File: config.mk
export PLATFORM = sky130hd
export DESIGN_NAME = pipeline_hazard_ctrl
export DESIGN_NICKNAME = d
export VERILOG_FILES = /design/src/rtl/pipeline_hazard_ctrl.sv
export SDC_FILE = /design/constraint.sdc
export NUM_CORES = 1
export LEC_CHECK = 0
export BUFFER_PORTS_ARGS = -buffer_cell sky130_fd_sc_hd__buf_2
export CAP_MARGIN = 20
export CORE_UTILIZATION = 42
export DETAILED_ROUTE_END_ITERATION = 16
export REMOVE_ABC_BUFFERS = 1
export SLEW_MARGIN = 20
export SYNTH_ARGS = -nofsm -noshare
export SYNTH_HDL_FRONTEND = slang
export SYNTH_SLANG_ARGS = --single-unit
File: constraint.sdc
create_clock -name clk -period 2.3 [get_ports clk]
set_input_delay 0.345 -clock clk [delete_from_list [all_inputs] [get_ports clk]]
set_output_delay 0.345 -clock clk [all_outputs]
set_load 0.01 [all_outputs]
File: src/rtl/pipeline_hazard_ctrl.sv
// pipeline_hazard_ctrl: RAW stall detection, branch flush sequencing and memory freeze for the 5-stage core
// Ports: clk/rst core clock and async active-low reset; id_valid/src1/src2/Two_src/id_WB_EN/id_MEM_R_EN/id_Dest
// describe the ID instruction; branch_taken from EXE; mem_busy from data memory; clr_cnt clears statistics;
// hazard/flush/freeze drive the pipeline; stall_cnt/flush_cnt are saturating statistics.
module pipeline_hazard_ctrl #(
  parameter bit FWD_EN       = 1'b0,
  parameter int FLUSH_CYCLES = 1,
  parameter int CNT_W        = 16
) (
  input  logic             clk,
  input  logic             rst,
  input  logic             id_valid,
  input  logic [3:0]       src1,
  input  logic [3:0]       src2,
  input  logic             Two_src,
  input  logic             id_WB_EN,
  input  logic             id_MEM_R_EN,
  input  logic [3:0]       id_Dest,
  input  logic             branch_taken,
  input  logic             mem_busy,
  input  logic             clr_cnt,
  output logic             hazard,
  output logic             flush,
  output logic             freeze,
  output logic [CNT_W-1:0] stall_cnt,
  output logic [CNT_W-1:0] flush_cnt
);
  typedef enum logic {RUN, FLUSH} state_t;
  state_t r_state, w_state_nx;
  logic [2:0] r_cnt, w_cnt_nx;
  logic r_exe_v, r_exe_wb, r_exe_mr, r_mem_v, r_mem_wb;
  logic [3:0] r_exe_dest, r_mem_dest;
  logic w_accept, w_exe_chk, w_mem_chk, w_exe_hit, w_mem_hit;
  assign freeze = mem_busy;
  // with forwarding only a load still in EXE cannot be bypassed
  assign w_exe_chk = r_exe_v && r_exe_wb && (!FWD_EN || r_exe_mr);
  assign w_mem_chk = !FWD_EN && r_mem_v && r_mem_wb;
  assign w_exe_hit = w_exe_chk && (src1 == r_exe_dest || (Two_src && src2 == r_exe_dest));
  assign w_mem_hit = w_mem_chk && (src1 == r_mem_dest || (Two_src && src2 == r_mem_dest));
  assign hazard = id_valid && (w_exe_hit || w_mem_hit) && !flush;
  always_ff @(posedge clk or negedge rst) begin
    if (!rst) begin
      r_state <= RUN;
      r_cnt   <= 3'd0;
    end else begin
      r_state <= w_state_nx;
      r_cnt   <= w_cnt_nx;
    end
  end
  always_comb begin
    w_state_nx = r_state;
    w_cnt_nx   = r_cnt;
    w_accept   = r_state == RUN && branch_taken && !mem_busy;
    flush      = w_accept || r_state == FLUSH;
    if (w_accept && FLUSH_CYCLES > 1) begin
      w_state_nx = FLUSH;
      w_cnt_nx   = 3'(FLUSH_CYCLES - 1);
    end else if (r_state == FLUSH && !mem_busy) begin
      w_cnt_nx   = r_cnt - 3'd1;
      w_state_nx = r_cnt == 3'd1 ? RUN : FLUSH;
    end
  end
  always_ff @(posedge clk or negedge rst) begin
    if (!rst) begin
      r_exe_v    <= 1'b0;
      r_exe_wb   <= 1'b0;
      r_exe_mr   <= 1'b0;
      r_exe_dest <= 4'd0;
      r_mem_v    <= 1'b0;
      r_mem_wb   <= 1'b0;
      r_mem_dest <= 4'd0;
    end else if (!mem_busy) begin
      r_mem_v    <= r_exe_v;
      r_mem_wb   <= r_exe_wb;
      r_mem_dest <= r_exe_dest;
      r_exe_v    <= id_valid && !hazard && !flush;
      r_exe_wb   <= id_WB_EN;
      r_exe_mr   <= id_MEM_R_EN;
      r_exe_dest <= id_Dest;
    end
  end
  // clear wins over increment and ignores freeze
  always_ff @(posedge clk or negedge rst) begin
    if (!rst) begin
      stall_cnt <= '0;
      flush_cnt <= '0;
    end else if (clr_cnt) begin
      stall_cnt <= '0;
      flush_cnt <= '0;
    end else begin
      if (hazard && !mem_busy && stall_cnt != {CNT_W{1'b1}}) stall_cnt <= stall_cnt + 1'b1;
      if (w_accept && flush_cnt != {CNT_W{1'b1}}) flush_cnt <= flush_cnt + 1'b1;
    end
  end
endmodule

# Yosys cells after proc, flatten, opt, wreduce, memory -nomap -nowiden
# Cells that the tools add are included.
dict set report op_classes {
  addsub 3
  eq_ne 7
  muxes 5
  n_bitwise 1
  reduce_logical 25
}
# op n
set ops {}
lappend ops {{$mux 16} 4}
lappend ops {{$add 16x1->16 const B} 2}
lappend ops {{$ne 16x16->1 const B} 2}
lappend ops {{$eq 4x4->1} 4}
lappend ops {{$logic_and 1x1->1} 16}
lappend ops {{$logic_or 1x1->1} 4}
lappend ops {{$reduce_bool 2->1} 2}
lappend ops {{$eq 3x1->1 const B} 1}
lappend ops {{$logic_not 1->1} 3}
lappend ops {{$sub 3x1->3 const B} 1}
lappend ops {{$mux 1} 1}
lappend ops {{$not 1->1} 1}
dict set report totals {
  register_bits 48
  inputBits 21
  out_inout_bits 35
  word_cells 51
}

# Depth between registers and ports, before layout
dict set report logic_depth {
  ltp_word 11
  mapped_depth 8
  depth_no_buf 7
}

# Least setup slack after synthesis
# Ideal clock, no wire load.
dict set report synth_path {
  path_kind {flip-flop to flip-flop}
  from {register stall_cnt[0]}
  to {register stall_cnt[9]}
  setup_time_ns 0.125
  arrival_time_ns 1.935
  setup_slack_ns 0.240
  stages_incl_launch_ff 8
  path_buffers 2
  cell_sequence {dfrtp_1 ha_1 and3_4 buf_6 a41o_1 buf_6 nor4_1 mux2_2}
}
dict set report synth_between {
  elab_chain_len 3
}
# item line
set synth_lines {}
lappend synth_lines {{start: declaration} 25} ;# output logic [CNT_W-1:0] stall_cnt,
lappend synth_lines {{start signal: assignment} 91} ;# if (hazard && !mem_busy && stall_cnt != {CNT_W{1'b1}}) stall_cnt <= stall_cnt + 1'b1;
lappend synth_lines {{$add 16x1->16 or $ne 16x16->1 (tied branches)} 91}
lappend synth_lines {{$mux 16 or $logic_and 1x1->1 (tied branches)} 91}
lappend synth_lines {{$mux 16 or $reduce_bool 2->1 (tied branches)} --}
# Parallel ways exist; a longest one is shown, timed or not. The select of a mux whose other input is x is not followed.
# A chain may end at the register's enable or synchronous reset.

# Worst setup path after layout
dict set report layout_path {
  from {register r_exe_dest[1]}
  to {output hazard}
}
dict set report layout_between {
  elab_chain_len 7
}
# item line
set layout_lines {}
lappend layout_lines {{start: declaration} 32} ;# logic [3:0] r_exe_dest, r_mem_dest;
lappend layout_lines {{start signal: assignment} 79} ;# r_exe_dest <= id_Dest;
lappend layout_lines {{$eq 4x4->1} 38} ;# assign w_exe_hit = w_exe_chk && (src1 == r_exe_dest || (Two_src && src2 == r_exe_dest));
lappend layout_lines {{$logic_and 1x1->1} 38}
lappend layout_lines {{$logic_or 1x1->1 (*)} 38}
lappend layout_lines {{$logic_and 1x1->1 (*)} 38}
lappend layout_lines {{$logic_or 1x1->1 (*)} 40} ;# assign hazard = id_valid && (w_exe_hit || w_mem_hit) && !flush;
lappend layout_lines {{$logic_and 1x1->1 (*) (2 in a row)} 40}
lappend layout_lines {{end: declaration} 22} ;# output logic hazard,
# Mark *: on every way between the ends. The rest lies on a longest branch, timed or not.

==> results.json <==
{
  "status": "finished, final reports clean",
  "viasPerCell": 5.31,
  "avgSynthCellArea_um2": 10.0,
  "groute.layer.met3.usage": 0.0477,
  "fillers": 559,
  "drv_cap": 0,
  "grt_most_used_layer": "met2",
  "endpoint_kind": "output port",
  "layout-drive-gt1-share": 0.308,
  "core_um2": 5920,
  "grt_pass1_wl_mm": 9.28,
  "fin_crit_sh": 0.979,
  "netlist_area_um2": 2590,
  "criticalPathCategory": "flop to output port",
  "drc": 0,
  "rsz0062_at_grt": "true",
  "synth.distinct_cells": 38,
  "worst_path_most_repeated_cell": "nor4_2",
  "first_pass_iters": 4,
  "dp_hpwl_mm": 3.90,
  "ys_ff_latch": 48,
  "pin_count": 56,
  "cp-start-kind": "flop",
  "grt_max_degree": 31,
  "yosys_warnings": 0,
  "ant_nets": 0,
  "leakagePower_nw": 1.43,
  "critPathMaxStageDelay_ns": 0.43,
  "area_growth_syn_to_layout_pct": 21.1,
  "grt_overflow": 0,
  "tns_ns": 0,
  "layout.cells.non_filler": 396,
  "die_area_um2": 6480,
  "rows": 28,
  "drt-total-wl_mm": 5.58,
  "cts_tree": "built",
  "vias": 2104,
  "tightest_slew_ns": 0.600,
  "r2r_cells": 5,
  "power_density_nw_per_um2": 539,
  "h-tree-depth": 2,
  "gr-usage-met1": 0.251,
  "path_cells": "xnor2_1, nand3_1, nor4_2, nor4_2, buf_12, nor3b_1, buf_2",
  "cts_max_path_buffers": 2,
  "cts.clk_slew.worst_paths_ns": 0.09,
  "max_freq_ghz": 0.444,
  "hold_viol_final": 0,
  "rrSetupSlack_ns": 0.25,
  "placed_cell_area_um2": 3000,
  "cts_made_buffers": 5,
  "clock_sink_count": 48,
  "ys_seq_area_frac": 0.464,
  "critPathRequiredTime_ns": 1.96,
  "gp_congestion": 0.778,
  "setup_viol_count_final": 0,
  "clockRootBuffer": "clkbuf_8",
  "io_buffers": 54,
  "syn_inst": 259,
  "final_nets": 345,
  "placed_cells": 388,
  "track_usage": 0.186,
  "floorplan.initialDensity": 0.437,
  "use_met2": 0.294,
  "rr_startpoint": "stall_cnt[5]",
  "layout_min_cycle_time_ns": 2.25,
  "crit_path_max_fanout": 30,
  "wl_per_cell_um": 14.1,
  "ir_drop_mv": 0.334,
  "crit_arrival_ns": 1.91,
  "die_w_um": 80.5,
  "total_power_mw": 1.69,
  "grt_pass1_vias": 1975,
  "fin_area_um2": 3140,
  "dr.first_iter.drc_count": 89,
  "hold_ws_ns": 0.0412,
  "worstReg2RegEnd": "stall_cnt[9]",
  "slew_headroom": 0.600,
  "min_path_type": "input port to asynchronous set/reset pin",
  "antenna_found_initial": 0,
  "worst_path_max_delay_cell": "dfrtp_1",
  "clock_latency_ns": 0.30,
  "fin_skew_ns": 0.00870,
  "slew_viol_final": 0,
  "antenna_cells": 0,
  "die_y_um": 80.5
}
-- cell families (layout without fill, tap and decap cells) --
family                     after synthesis  count (layout)  share of synthesized area
DFF                                     48              48                      0.464
buffers and inverters                   19              81                     0.0367
AOI/OAI and AO/OA                       34              34                     0.0836
adders and majority gates                4               4                     0.0193
muxes                                   16              16                     0.0691
and+or+nand+nor                        105             105                      0.216
xor gates and xnor gates                33              33                      0.112
-- repair_timing --
action,CTS,global route
buffers inserted,0,0
hold buffers,0,0
gates resized for setup,0,5
endpoints found under the setup margin,0,5
-- per-stage QoR --
step / utilization / setup WS (ns)
2_1_floorplan: - / -0.941
3_3_place_gp: 0.506 / 0.199
3_5_place_dp: 0.506 / 0.172
4_1_cts: 0.525 / 0.00956
5_1_grt: 0.530 / -0.0724
6_report: 0.530 / 0.0483
-- per-layer routing --
layer  routed length, um  vias to the layer above  share of wire
met1                2560                     1008           0.46
met2                2690                       54           0.48
met5                   0                        -              0
li1                    -                     1038              -
met3                 283                        4          0.051
met4                  46                        0         0.0082
-- critical path, delay by kind of cell, from the launching register on --
| family | cells | cell delay [ns] |
|---|---|---|
| AND/OR/NAND/NOR | 4 | 0.64 |
| flip-flops | 1 | 0.43 |
| buffers and inverters | 2 | 0.32 |
| XOR/XNOR | 1 | 0.21 |
-- registers in the layout (all words and copies together), names as in the netlist --
name / cells
r_exe_dest: 4
r_exe_v: 1
flush_cnt: 16
r_mem_dest: 4
r_mem_wb: 1
r_cnt: 3
r_state: 1
stall_cnt: 16
r_exe_wb: 1
r_mem_v: 1
-- how the worst max path moves through the flow --
stage                              from           end  slack [ns]  cells after the start
final                     r_exe_dest[1]        hazard        0.05                      7
after global routing      r_exe_dest[2]        hazard       -0.07                      7
after CTS                 r_exe_dest[1]        hazard        0.01                      7
after detailed placement   stall_cnt[5]  stall_cnt[9]        0.17                      5
after global placement     stall_cnt[5]  stall_cnt[9]        0.20                      5
after floorplan           r_exe_dest[2]  stall_cnt[9]       -0.94                      6
-- synth_stat cells --
master / count / area share
nor3b_2: 1 / 0.0048
dfrtp_1: 48 / 0.46
a21oi_1: 13 / 0.025
buf_4: 1 / 0.0029
o21ai_0: 5 / 0.0097
a41o_1: 1 / 0.0039
xor2_1: 21 / 0.071
ha_1: 4 / 0.019
a31oi_1: 1 / 0.0024
a21o_1: 1 / 0.0029
clkbuf_1: 6 / 0.0087
and2_1: 1 / 0.0024
and3_4: 2 / 0.0087
nand3_1: 16 / 0.031
a32o_1: 1 / 0.0039
a41oi_1: 1 / 0.0034
mux2i_1: 1 / 0.0039
nor2b_1: 5 / 0.012
buf_2: 4 / 0.0077
xnor2_1: 12 / 0.041
nand3b_1: 1 / 0.0029
nand2_1: 17 / 0.025
nor4_1: 7 / 0.017
a2111oi_0: 1 / 0.0034
nand4_1: 8 / 0.019
and3_1: 4 / 0.0097
mux2_2: 15 / 0.065
or4_1: 8 / 0.023
or4b_1: 1 / 0.0039
nor2_1: 24 / 0.035
buf_6: 2 / 0.0087
inv_1: 6 / 0.0087
nor3b_1: 1 / 0.0029
o31ai_1: 8 / 0.023
nor3_1: 6 / 0.012
a211oi_1: 1 / 0.0029
a21boi_0: 1 / 0.0029
or3_1: 3 / 0.0072
-- area by class of cell --
cell class	instances	area, um^2	share of cell area
well taps	75	93.8	0.0299
multi-input cells	192	1330	0.423
clock inverters	3	42.5	0.0136
repair buffers	67	380	0.121
inverters	6	22.5	0.00718
clock buffers	5	68.8	0.0219
flip-flops and latches	48	1200	0.383
-- cells in the final DEF, fill, tap and decap left out, types with 2 or more instances in the layout --
cell / Yosys / layout
nor4_1: 7 / 2
buf_2: 4 / 54
and3_1: 4 / 4
o21ai_0: 5 / 5
nand3_1: 16 / 16
clkbuf_8: 0 / 5
or4_1: 8 / 8
ha_1: 4 / 4
xnor2_1: 12 / 12
a21oi_1: 13 / 13
or3_1: 3 / 3
buf_4: 1 / 12
nor2b_1: 5 / 5
mux2_2: 15 / 15
inv_1: 6 / 6
nor4_2: 0 / 5
dfrtp_1: 48 / 48
and3_4: 2 / 2
xor2_1: 21 / 21
nand2_1: 17 / 17
o31ai_1: 8 / 8
nor2_1: 24 / 24
nand4_1: 8 / 8
nor3_1: 6 / 6
-- power by group --
group / total (mW) / switching, mW / internal (mW)
Combinational: 0.177 / 0.0984 / 0.0782
Clock: 0.611 / 0.289 / 0.322
Sequential: 0.902 / 0.0314 / 0.871
Total: 1.69 / 0.418 / 1.27
Note: power is estimated with default switching activity, not from simulation.
